==> src/rtl/riscv_hazard_scoreboard.sv <==
// riscv_hazard_scoreboard: forwarding and load-use hazard unit.
// Tracks in-flight destinations across NUM_FWD_STAGES post-EX slots and
// produces registered forwarding selects plus a combinational ID stall.
// Optional build macro HAZARD_PERF_EN adds saturating stall/forward counters.
module riscv_hazard_scoreboard #(
  parameter int NUM_FWD_STAGES = 2,
  parameter int REG_ADDR_W     = 5,
  parameter int LOAD_LAT       = 1,
  localparam int SEL_W         = $clog2(NUM_FWD_STAGES + 1)
) (
  input  logic                  clk,
  input  logic                  rst_n,
  input  logic                  i_id_valid,
  input  logic [REG_ADDR_W-1:0] i_id_rs1,
  input  logic [REG_ADDR_W-1:0] i_id_rs2,
  input  logic                  i_id_use_rs1,
  input  logic                  i_id_use_rs2,
  input  logic [REG_ADDR_W-1:0] i_id_rd,
  input  logic                  i_id_reg_write,
  input  logic                  i_id_is_load,
  input  logic                  i_flush,
  output logic                  o_stall,
  output logic [SEL_W-1:0]      o_fwd_a,
  output logic [SEL_W-1:0]      o_fwd_b
`ifdef HAZARD_PERF_EN
  ,
  output logic [31:0]           o_stall_cycles,
  output logic [31:0]           o_fwd_events
`endif
);

  // Slot j = instruction j stages past EX (slot 0 is in EX now).
  logic [NUM_FWD_STAGES-1:0]                 r_vld;
  logic [NUM_FWD_STAGES-1:0]                 r_wr;
  logic [NUM_FWD_STAGES-1:0]                 r_ld;
  logic [NUM_FWD_STAGES-1:0][REG_ADDR_W-1:0] r_rd;
  logic [SEL_W-1:0]                          r_fwd_a;
  logic [SEL_W-1:0]                          r_fwd_b;

  logic [SEL_W-1:0] w_sel_a;
  logic [SEL_W-1:0] w_sel_b;
  logic             w_lu_a;
  logic             w_lu_b;
  logic             w_stall;
  logic             w_issue;

  // Youngest-match search: scan oldest to youngest so the lowest slot wins.
  // A load match is a hazard while its data is not yet forwardable (j < LOAD_LAT).
  always_comb begin
    w_sel_a = '0;
    w_sel_b = '0;
    w_lu_a  = 1'b0;
    w_lu_b  = 1'b0;
    for (int j = NUM_FWD_STAGES - 1; j >= 0; j--) begin
      if (i_id_use_rs1 && r_vld[j] && r_wr[j] && (r_rd[j] != '0) && (r_rd[j] == i_id_rs1)) begin
        w_sel_a = SEL_W'(j + 1);
        w_lu_a  = r_ld[j] && (j < LOAD_LAT);
      end
      if (i_id_use_rs2 && r_vld[j] && r_wr[j] && (r_rd[j] != '0) && (r_rd[j] == i_id_rs2)) begin
        w_sel_b = SEL_W'(j + 1);
        w_lu_b  = r_ld[j] && (j < LOAD_LAT);
      end
    end
  end

  assign w_stall = i_id_valid && !i_flush && (w_lu_a || w_lu_b);
  assign w_issue = i_id_valid && !w_stall && !i_flush;
  assign o_stall = w_stall;
  assign o_fwd_a = r_fwd_a;
  assign o_fwd_b = r_fwd_b;

  // Tracker shift: ID enters slot 0 (or a bubble); a flush also kills the
  // squashed EX entry as it moves into slot 1 so it can never forward.
  always_ff @(posedge clk or negedge rst_n) begin
    if (!rst_n) begin
      r_vld <= '0;
      r_wr  <= '0;
      r_ld  <= '0;
      r_rd  <= '0;
    end else begin
      r_vld[0] <= w_issue;
      r_wr[0]  <= i_id_reg_write;
      r_ld[0]  <= i_id_is_load;
      r_rd[0]  <= i_id_rd;
      for (int j = 1; j < NUM_FWD_STAGES; j++) begin
        r_vld[j] <= (j == 1) ? (r_vld[j-1] && !i_flush) : r_vld[j-1];
        r_wr[j]  <= r_wr[j-1];
        r_ld[j]  <= r_ld[j-1];
        r_rd[j]  <= r_rd[j-1];
      end
    end
  end

  // Selects line up with the consumer reaching EX; bubbles read the regfile.
  always_ff @(posedge clk or negedge rst_n) begin
    if (!rst_n) begin
      r_fwd_a <= '0;
      r_fwd_b <= '0;
    end else if (w_issue) begin
      r_fwd_a <= w_sel_a;
      r_fwd_b <= w_sel_b;
    end else begin
      r_fwd_a <= '0;
      r_fwd_b <= '0;
    end
  end

`ifdef HAZARD_PERF_EN
  logic [31:0] r_stall_cycles;
  logic [31:0] r_fwd_events;

  // Saturating event counters; they hold at all-ones instead of wrapping.
  always_ff @(posedge clk or negedge rst_n) begin
    if (!rst_n) begin
      r_stall_cycles <= '0;
      r_fwd_events   <= '0;
    end else begin
      if (w_stall && (r_stall_cycles != '1))
        r_stall_cycles <= r_stall_cycles + 32'd1;
      if (((r_fwd_a != '0) || (r_fwd_b != '0)) && (r_fwd_events != '1))
        r_fwd_events <= r_fwd_events + 32'd1;
    end
  end

  assign o_stall_cycles = r_stall_cycles;
  assign o_fwd_events   = r_fwd_events;
`endif

endmodule
==> config.mk <==
export PLATFORM = sky130hd
export DESIGN_NAME = riscv_hazard_scoreboard
export DESIGN_NICKNAME = d
export VERILOG_FILES = /design/src/rtl/riscv_hazard_scoreboard.sv
export SDC_FILE = /design/constraint.sdc
export NUM_CORES = 1
export LEC_CHECK = 0
export CAP_MARGIN = 15
export CORE_MARGIN = 1.5
export CORE_UTILIZATION = 43
export DETAILED_ROUTE_END_ITERATION = 8
export GPL_ROUTABILITY_DRIVEN = 0
export PLACE_DENSITY = 0.86
export SLEW_MARGIN = 40
export SYNTH_ARGS = -nofsm -noshare
export SYNTH_HDL_FRONTEND = slang
export SYNTH_SLANG_ARGS = --single-unit
==> constraint.sdc <==
create_clock -name clk -period 1.98 [get_ports clk]
set_input_delay 0.396 -clock clk [delete_from_list [all_inputs] [get_ports clk]]
set_output_delay 0.396 -clock clk [all_outputs]
set_load 0.02 [all_outputs]
Yosys cells after proc, flatten, opt, wreduce, memory -nomap -nowiden

Index checks and enable logic that the tools add are counted.

Output and inout port bits: 5
Word-level logic and storage cells: 45
Bits of input ports: 23
Bits in registers: 19

Reductions and logical operators: 26
Equal/unequal tests: 4
Multiplexer cells: 8

Operators by type and width:

| kind              | number |
|---|---|
| $logic_and 1x1->1 | 21 |
| $eq 5x5->1        | 4 |
| $mux 2            | 6 |
| $reduce_bool 5->1 | 2 |
| $logic_not 1->1   | 2 |
| $mux 1            | 2 |
| $logic_or 1x1->1  | 1 |

Logic depth before layout (Yosys ltp)

Gate-level depths: netlist of the first run.

Word-level depth: 11
Mapped depth: 5
Depth with buffers taken out: 5

Worst setup path after synthesis of the first run

No wires, ideal clock.

Path type: flip-flop to output port
From: register r_rd[0] in the netlist's numbering
To: output o_stall
Cell stages (with the launch flop): 5
Data required time: 1.584 ns
Buffers on the path: 0
Data arrival time: 1.513 ns
Slack: 0.071 ns
Cells stage by stage: dfrtp_1 or3_1 o311a_1 and2_4 o211a_1

Word-level cells in the longest chain between the ends: 6
Elaborated cells between the ends (all ways): 11
Those cells by class: 2 x eq/ne; 2 x mux; 7 x reduce/logical

Ends and longest elaborated chain:

| item                                                     | line   | RTL |
|---|---|---|
| from (decl)                                              | 36     | `logic [NUM_FWD_STAGES-1:0][REG_ADDR_W-1:0] r_rd;` |
| from (signal, indexed assignment)                        | 89     | `r_rd[j] <= r_rd[j-1];` |
| $reduce_bool 5->1                                        | 55, 59 |  |
| $logic_and 1x1->1, on equally long branches (2 in a row) | 55, 59 |  |
| $mux 1, on equally long branches                         | 55, 59 |  |
| $logic_or 1x1->1 *                                       | 66     | `assign w_stall = i_id_valid && !i_flush && (w_lu_a \|\| w_lu_b);` |
| $logic_and 1x1->1 *                                      | 66     |  |
| to (decl)                                                | 22     | `output logic o_stall,` |

Every way passes the cells marked *; elsewhere a longest branch is shown, timed or not.

Worst setup path in the final report of the first run

From: input i_id_rs2[2]
To: output o_stall

Word-level cells in the longest chain between the ends: 5

Ends and longest elaborated chain:

| item              | line | RTL |
|---|---|---|
| from (decl)       | 15   | `input logic [REG_ADDR_W-1:0] i_id_rs2,` |
| $eq 5x5->1        | 59   | `if (i_id_use_rs2 && r_vld[j] && r_wr[j] && (r_rd[j] != '0) && (r_rd[j] == i_id_rs2)) begin` |
| $logic_and 1x1->1 | 59   |  |
| $mux 1            | 59   |  |
| $logic_or 1x1->1  | 66   |  |
| $logic_and 1x1->1 | 66   |  |

No other way between the ends.

==> results of run 1 <==
## placed cells by master (no fill, tap or decap), drive strengths merged, types with 2 or more instances in the layout
cell type,Yosys,final
and3,2,2
nor2b,2,2
clkdlybuf4s50,0,26
clkbuf,0,3
xor2,16,16
nor3b,2,2
and2,2,2
nand3,2,2
xnor2,4,4
dfrtp,19,19
a2111oi,2,2
buf,0,20
nor4,4,4
## final timing paths
kind | slack [ns] | endpoint | startpoint
worst min register to register | 0.41 | r_wr[1] | r_wr[0]
worst max register to register | 0.09 | o_fwd_a[1] | r_rd[0]
min in group asynchronous | 0.42 | o_fwd_b[1] | rst_n
worst max-delay path | -0.41 | o_stall | i_id_rs2[2]
max in group asynchronous | 1.37 | r_wr[1] | rst_n
worst min-delay path | 0.41 | r_wr[1] | r_wr[0]
## state kept, by name, indices dropped and copies added (netlist names)
| signal | flops |
|---|---|
| o_fwd_b | 2 |
| r_ld | 1 |
| o_fwd_a | 2 |
| r_rd | 10 |
| r_vld | 2 |
| r_wr | 2 |
## metrics by stage
step                instances  setup slack [ns]  cell area, sq um
floorplan                  63            0.0712               836
global placement          132            -0.780              1260
detailed placement        132            -0.815              1260
CTS                       138            -0.405              1330
global route              138            -0.452              1340
finish                    138            -0.411              1340
## routing by layer
metal / wire length [microns] / part of all wire
met5: 0 / 0
met4: 83 / 0.042
met3: 122 / 0.062
met2: 1070 / 0.54
met1: 708 / 0.36
## area by class of cell
type                            instances  share of cell area
Tap cell                               25              0.0234
Multi-Input combinational cell         44               0.289
Sequential cell                        19               0.355
Clock inverter                          1             0.00561
Clock buffer                            3              0.0168
Timing Repair Buffer                   46               0.310
## cells by family after synthesis
family / count (synthesis) / synth area share
AO/OA/AOI/OAI: 6 / 0.0779
AND/OR/NAND/NOR: 18 / 0.144
XOR/XNOR: 20 / 0.210
flip-flops: 19 / 0.569
## repair_timing
item / 4_1_cts / 5_1_grt
pin swaps: 1 / 0
hold endpoints to repair: 0 / 0
resized for setup: 8 / 2
setup endpoints to repair: 1 / 3
buffers inserted: 2 / 0
## report_power, final
group,internal (mW),switching [mW]
clock network,0.0769,0.116
logic,0.0858,0.0506
registers,0.403,0.0160
total,0.566,0.182
## worst reg2reg max path: cells and delay by family (launching register included)
kind	cells	cell delay, ns
simple gates	2	0.54
buf+inv	1	0.14
compound gates	2	0.72
flops	1	0.40
==> metrics.yaml, run 1 <==
min_path_type: "reg -> reg"
synth_cell_types: 19
clk_latency_ns: 0.30
clock-sinks: 19
grt_pass1_wl_mm: 3.05
drc: 0
syn_nets: 86
synth.most_common_cell: "dfrtp_1"
ys_seq_area_frac: 0.569
syn_area_per_cell_sq_um: 13.3
start_util: 0.469
crit_buf_inv: 2
grtUsageMet1: 0.219
grt_usage: 0.212
clockRootBuffer: "clkbuf_4"
tns_ns: -0.411
rsz0062_at_grt: "yes"
syn_area_sq_um: 836
finalMaxSlewViolations: 0
hpwl_mm: 1.61
ys_warn_count: 0
synth_common_cells: "19 x dfrtp_1, 16 x xor2_1, 4 x nor4_1, 4 x xnor2_1"
end_kind: "output pin"
worstMarginPinSlew_ns: 0.336
slew_headroom: 0.776
rows: 15
ctsHoldBuffers: 0
die_area_sq_um: 2220
synth_edf_count: 0
synth-seq-cells: 19
min_period_ns: 2.39
power_uw: 748
required_ns: 1.58
synth_flop_cell: "dfrtp_1"
numCtsBuffers: 3
drt_iter0_markers: 7
via_count: 714
async_flop_share: 1.00
utilization: 0.750
global_route.usage.met2: 0.370
path_delay_family: "simple AND/OR/NAND/NOR gates"
clock_skew_ns: 0.00261
dr.pass1.iters: 6
max_stage_delay_ns: 0.46
detail_route.wl_per_cell_microns: 14.4
path_clk_slew_ns: 0.10
ir_drop_mv: 0.435
cpMaxStageDelayCell: "clkdlybuf4s50_1"
wl_mm: 1.98
reg2reg_depth: 5
grt-ovfl-total: 0
grt_use_met3: 0.0615
crit_cells: 7
multi_input_area_sq_um: 387
antenna_cells: 0
p_per_area_nw_per_um2: 559
io_buffers: 27
hold_ws_ns: 0.414
hold_path_depth: 0
worst_slack_ns: -0.411
violations: "negative setup slack"
drive_gt1_frac: 0.292
hold_viol: 0
fillers: 131
cp-start-kind: "input pin"
status: "finished, violations left"
area_growth_pct: 60.0
vias_per_cell: 5.17
core-area_sq_um: 1780
power.leakage_nw: 0.589
die_w_microns: 47.1
htree_levels: 1
num_io_pins: 28
grt_max_degree: 20
fmax_ghz: 0.418
synth.area.top_cells: "dfrtp_1 57%, xor2_1 17%, xnor2_1 4.2%"
regArea_sq_um: 475
die_h_microns: 47.1
post-route-period-util: 1.21
path_cells: "clkdlybuf4s50_1 -> xor2_1 -> nor4_1 -> and3_1 -> and2_4 -> o211a_1 -> buf_6"
busiest_layer: "met2"
max-cap-violations: 0
critPathKind: "in -> out"
synth_top_area_share: 0.569
cp.arrival_ns: 1.99
nets: 137
setup_viol: 1
syn_inst: 63
synth_top_area_cell: "dfrtp_1"
grt_pass1_vias: 760
cts_max_path_buffers: 2
tritoncts: "built"
ant_nets: 0
grt_antenna_before_repair: 0
cp_max_fo: 2
Note: power is estimated with default switching activity, not from simulation.
==> run 2: changes to the inputs <==
Settings changed: CORE_UTILIZATION 43 to 39, PLACE_DENSITY 0.86 to 0.83.
Clock period 1.98 ns to 2.1 ns, I/O delays scaled along.
==> run 2 against run 1 <==
Against the previous run: the flow still finishes with violations (negative setup slack); register-to-register slack gained 0.03 ns; cell count grew 2.9%; non-clock buffer count grew 2; hold slack lost 0.0082 ns; power shrank 5.6%; worst setup slack gained 0.11 ns; core utilization shrank 7.2 points; cell area grew 0.47%; via count shrank 1.8%; wire length shrank 2.8%; sequential share of layout area shrank 0.17 points; global-route usage shrank 1.9 points; largest cell class unchanged; largest power group unchanged; highest routed layer unchanged.
==> metrics.yaml, run 2 (synthesis results as in run 1) <==
status: "finished, violations left"
violations: "negative setup slack"
critPathKind: "in -> out"
finalMaxSlewViolations: 0  # unchanged
p_seq_frac: 0.559  # about the same
drc: 0  # unchanged
numCtsBuffers: 3  # unchanged
start_util: 0.422  # -0.0471
dpl.cell_count: 136  # +3.0%
required_ns: 1.68  # +0.10 ns
hpwl_mm: 1.55  # -3.2%
grt_usage: 0.192  # -0.0194
min_period_ns: 2.40
end_kind: "output pin"
dp_slack_ns: -0.876  # -0.0610 ns
p_int_uw: 534  # -5.6%
tns_ns: -0.300  # +0.111 ns
fmax_ghz: 0.417
core-area_sq_um: 1980  # +11%
min_path_type: "reg -> reg"
num_io_pins: 28  # unchanged
detail_route.wl_per_cell_microns: 13.6  # -5.6%
rows: 16  # +1
path_clk_slew_ns: 0.11  # about the same
utilization: 0.678  # -0.0721
cts_max_path_buffers: 2  # unchanged
final_cell_mix: "24 x clkdlybuf4s50_1, 20 x buf_4, 19 x dfrtp_1"
via_count: 701  # -1.8%
cp.arrival_ns: 1.98  # about the same
ctsHoldBuffers: 0  # unchanged
post-route-period-util: 1.14
worstMarginPinSlew_ns: 0.314  # -0.0217 ns
p_per_area_nw_per_um2: 525  # -6.1%
grt_antenna_before_repair: 0  # unchanged
ir_drop_mv: 0.421  # -3.1%
die_w_microns: 49.3  # +4.7%
cp_max_fo: 2  # unchanged
nets: 139  # +1.5%
share_comb_of_total_power: 0.180  # -0.002
max-cap-violations: 0  # unchanged
cp-start-kind: "input pin"
switchingPower_uw: 172  # -5.9%
grt_pass1_vias: 786  # +3.4%
tritoncts: "built"
vias_per_cell: 4.94  # -4.6%
drt_iter0_markers: 5  # -2
setup_viol: 1  # unchanged
ant_nets: 0  # unchanged
switching_share: 0.243  # -0.000631
clockRootBuffer: "clkbuf_4"
clock-sinks: 19  # unchanged
layout_commonest_cell: "clkdlybuf4s50_1"
power.leakage_nw: 0.598  # +1.6%
power_uw: 706  # -5.6%
rsz0062_at_grt: "yes"
grt-ovfl-total: 0  # unchanged
largest_reg_flops: 10  # unchanged
worst_slack_ns: -0.300  # +0.111 ns
clock_power_share: 0.261  # +0.003
grt_max_degree: 20  # unchanged
io_buffers: 27  # unchanged
die_h_microns: 49.3  # +4.7%
top_register: "r_rd"
antenna_cells: 0  # unchanged
die_area_sq_um: 2430  # +9.6%
stdcell_count: 142  # +2.9%
area_growth_pct: 60.8
htree_levels: 1  # unchanged
wl_mm: 1.93  # -2.8%
slew_headroom: 0.790  # +0.0145
dr.pass1.iters: 4  # -2
clock_skew_ns: 0.00300  # +0.000384 ns
hold_viol: 0  # unchanged
drive_gt1_frac: 0.287  # -0.00508
clk_latency_ns: 0.30  # about the same
grt_pass1_wl_mm: 3.45  # +13%
## run 2: final cells by class
class	count	area [sq um]
Fill cell	140	638
Sequential cell	19	475
Multi-Input combinational cell	44	378
Tap cell	27	33.8
Timing Repair Buffer	48	430
Clock buffer	4	26.3
## run 2: timing repair
action                     in CTS  in global routing
pin swaps                       4                  2
setup endpoints to repair       1                  1
setup buffers                   2                  0
resized for setup              12                  0
## run 2: per-stage QoR
step	area [sq um]	hold slack, ns
floorplan	836	0.124
global placement	1280	0.364
detailed placement	1280	0.373
CTS	1340	0.404
global route	1340	0.407
finish	1340	0.406
## run 2: metal layers
metal / vias to the layer above / part of all wire / routed length (microns) / track usage
met2: 29 / 0.52 / 1010 / 0.331
met3: 8 / 0.078 / 151 / 0.0706
met4: 0 / 0.033 / 63 / 0.0857
met5: - / 0 / 0 / 0
li1: 329 / - / - / -
met1: 335 / 0.36 / 701 / 0.209
## run 2: critical path, cell delays in order
cell and delay [ns]:
clkdlybuf4s50_1 0.48, xor2_1 0.19, nor4_2 0.26, and3_4 0.23, and2_4 0.14, o211a_1 0.15, buf_6 0.11
## run 2: power groups by stage
stage                     Sequential, mW  Clock, mW  Combinational, mW
after global placement             0.401          0              0.118
after global routing               0.398      0.212              0.138
after detailed placement           0.402          0              0.122
after CTS                          0.395      0.190              0.127
after floorplan                    0.399          0             0.0346
final                              0.395      0.184              0.127
## run 2: path summary, 6_finish.rpt
check,start,end,slack (ns),depth (start not counted)
min in group asynchronous,rst_n,r_rd[8],0.44,2
worst max-delay path,i_id_rs1[4],o_stall,-0.30,7
max in group asynchronous,rst_n,o_fwd_a[0],1.46,2
worst min register to register,r_wr[0],r_wr[1],0.41,0
worst min-delay path,r_wr[0],r_wr[1],0.41,0
worst max register to register,r_rd[0],o_fwd_b[1],0.12,6
==> run 3: changes to the inputs <==
Clock period 2.1 ns to 2.15 ns, I/O delays scaled along.
==> run 3 against run 2 <==
Against the previous run: the flow still finishes with violations (negative setup slack); via count is 4.7% lower; sequential power shrank 2%; hold slack lost 0.016 ns; critical path depth fell by 2; count of clock-buffer cells in the layout unchanged; wire length down 2.6%; first-iteration DRC count is 20% lower; combinational power decreased by 4%; die area stayed put.
==> metrics.yaml, run 3 (synthesis results as in run 1) <==
status: "finished, violations left"
violations: "negative setup slack"
clock-sinks: 19  # unchanged
vias_per_cell: 4.74  # -4.0%
ctsHoldBuffers: 0  # unchanged
grt_max_degree: 20  # unchanged
die_h_microns: 49.3  # unchanged
via_count: 668  # -4.7%
clock_skew_ns: 0.00850  # +0.00550 ns
regArea_sq_um: 475  # unchanged
cp-start-kind: "register"
numCtsBuffers: 3  # unchanged
drt_iter0_markers: 4  # -1
min_path_type: "reg -> reg"
rsz0062_at_grt: "yes"
hold_ws_ns: 0.390  # -0.0156 ns
layout_commonest_cell: "clkdlybuf4s50_1"
switching_share: 0.235  # -0.00826
wl_mm: 1.88  # -2.6%
final_cell_mix: "24 x clkdlybuf4s50_1, 19 x dfrtp_1, 19 x buf_4"
power.leakage_nw: 0.592  # -1.1%
cp.arrival_ns: 1.94  # -0.04 ns
clk_latency_ns: 0.29  # about the same
grt_antenna_before_repair: 0  # unchanged
switchingPower_uw: 160  # -6.8%
rows: 16  # unchanged
power_uw: 681  # -3.5%
num_io_pins: 28  # unchanged
worstMarginPinSlew_ns: 0.308  # -0.00661 ns
nets: 138  # -0.72%
ant_nets: 0  # unchanged
dp_slack_ns: -0.837  # +0.0391 ns
share_comb_of_total_power: 0.179  # about the same
path_clk_slew_ns: 0.10  # about the same
stdcell_count: 141  # -0.70%
utilization: 0.670  # -0.00757
critPathKind: "reg -> out"
area_growth_pct: 59.0
grt-ovfl-total: 0  # unchanged
hpwl_mm: 1.56  # +0.57%
grt_pass1_wl_mm: 3.34  # -3.2%
largest_reg_flops: 10  # unchanged
drive_gt1_frac: 0.272  # -0.0150
p_seq_frac: 0.566  # +0.007
worst_slack_ns: -0.223  # +0.0766 ns
die_w_microns: 49.3  # unchanged
post-route-period-util: 1.10
detail_route.wl_per_cell_microns: 13.3  # -2.0%
max-cap-violations: 0  # unchanged
multi_input_area_sq_um: 370  # -2.0%
tritoncts: "built"
min_period_ns: 2.37
core-area_sq_um: 1980  # unchanged
htree_levels: 1  # unchanged
fmax_ghz: 0.421
finalMaxSlewViolations: 0  # unchanged
die_area_sq_um: 2430  # unchanged
hold_viol: 0  # unchanged
end_kind: "output pin"
dr.pass1.iters: 2  # -2
stdcell_area_sq_um: 1330  # -1.1%
cts_max_path_buffers: 2  # unchanged
p_per_area_nw_per_um2: 513  # -2.4%
fillers: 146  # +4.3%
cp_max_fo: 3  # +1
antenna_cells: 0  # unchanged
slew_headroom: 0.795  # +0.00441
ir_drop_mv: 0.400  # -5.0%
setup_viol: 1  # unchanged
clockRootBuffer: "clkbuf_4"
p_int_uw: 521  # -2.5%
tns_ns: -0.223  # +0.0766 ns
start_util: 0.422  # unchanged
clock_power_share: 0.255  # -0.006
dpl_cell_area_sq_um: 1280  # unchanged
required_ns: 1.72  # +0.04 ns
grt_usage: 0.189  # -0.00327
grt_pass1_vias: 772  # -1.8%
drc: 0  # unchanged
io_buffers: 27  # unchanged
top_register: "r_rd"
dpl.cell_count: 136  # unchanged
## run 3: cell count changes in the layout (fill, tap and decap cells not counted)
| cell | change |
|---|---|
| buf_4 | -1 |
| xor2_1 | +1 |
| xor2_2 | -1 |
## run 3: final cells by class
cell class,count,share of cell area
multi-input cells,44,0.279
repair buffers,47,0.318
well taps,27,0.0254
clock buffers,4,0.0198
flip-flops and latches,19,0.358
## run 3: power by group through the flow
stage | sequential [mW] | combinational [mW] | clock, mW
2_1_floorplan | 0.390 | 0.0338 | 0
3_3_place_gp | 0.392 | 0.116 | 0
3_5_place_dp | 0.393 | 0.120 | 0
4_1_cts | 0.385 | 0.124 | 0.182
5_1_grt | 0.388 | 0.133 | 0.199
6_report | 0.386 | 0.122 | 0.174
## run 3: repair_timing
item / 4_1_cts / 5_1_grt
setup endpoints to repair: 1 / 1
gates resized for setup: 11 / 0
endpoints found under the hold margin: 0 / 0
buffers inserted: 1 / 0
pin swaps: 3 / 1
## run 3: layer usage
metal  track usage  share of wire  up-vias
li1              -              -      327
met4        0.0952          0.021        0
met5             0              0        -
met2         0.329           0.53       20
met3        0.0644          0.050        6
met1         0.201           0.40      315
## run 3: critical path, stage by stage, from the launching register on
cell and delay, ns:
dfrtp_1 0.41, or3_1 0.39, o311a_1 0.35, and2_4 0.16
o211a_1 0.22, buf_6 0.13
## run 3: worst paths after layout
path / from / end / slack (ns) / depth (start not counted)
min in group asynchronous: rst_n / o_fwd_a[0] / 0.45 / 2
setup reg to reg: r_rd[0] / o_fwd_a[1] / 0.29 / 5
hold / removal: r_wr[0] / r_wr[1] / 0.39 / 0
max in group asynchronous: rst_n / r_rd[1] / 1.49 / 2
setup / recovery: r_rd[0] / o_stall / -0.22 / 5
hold reg to reg: r_wr[0] / r_wr[1] / 0.39 / 0
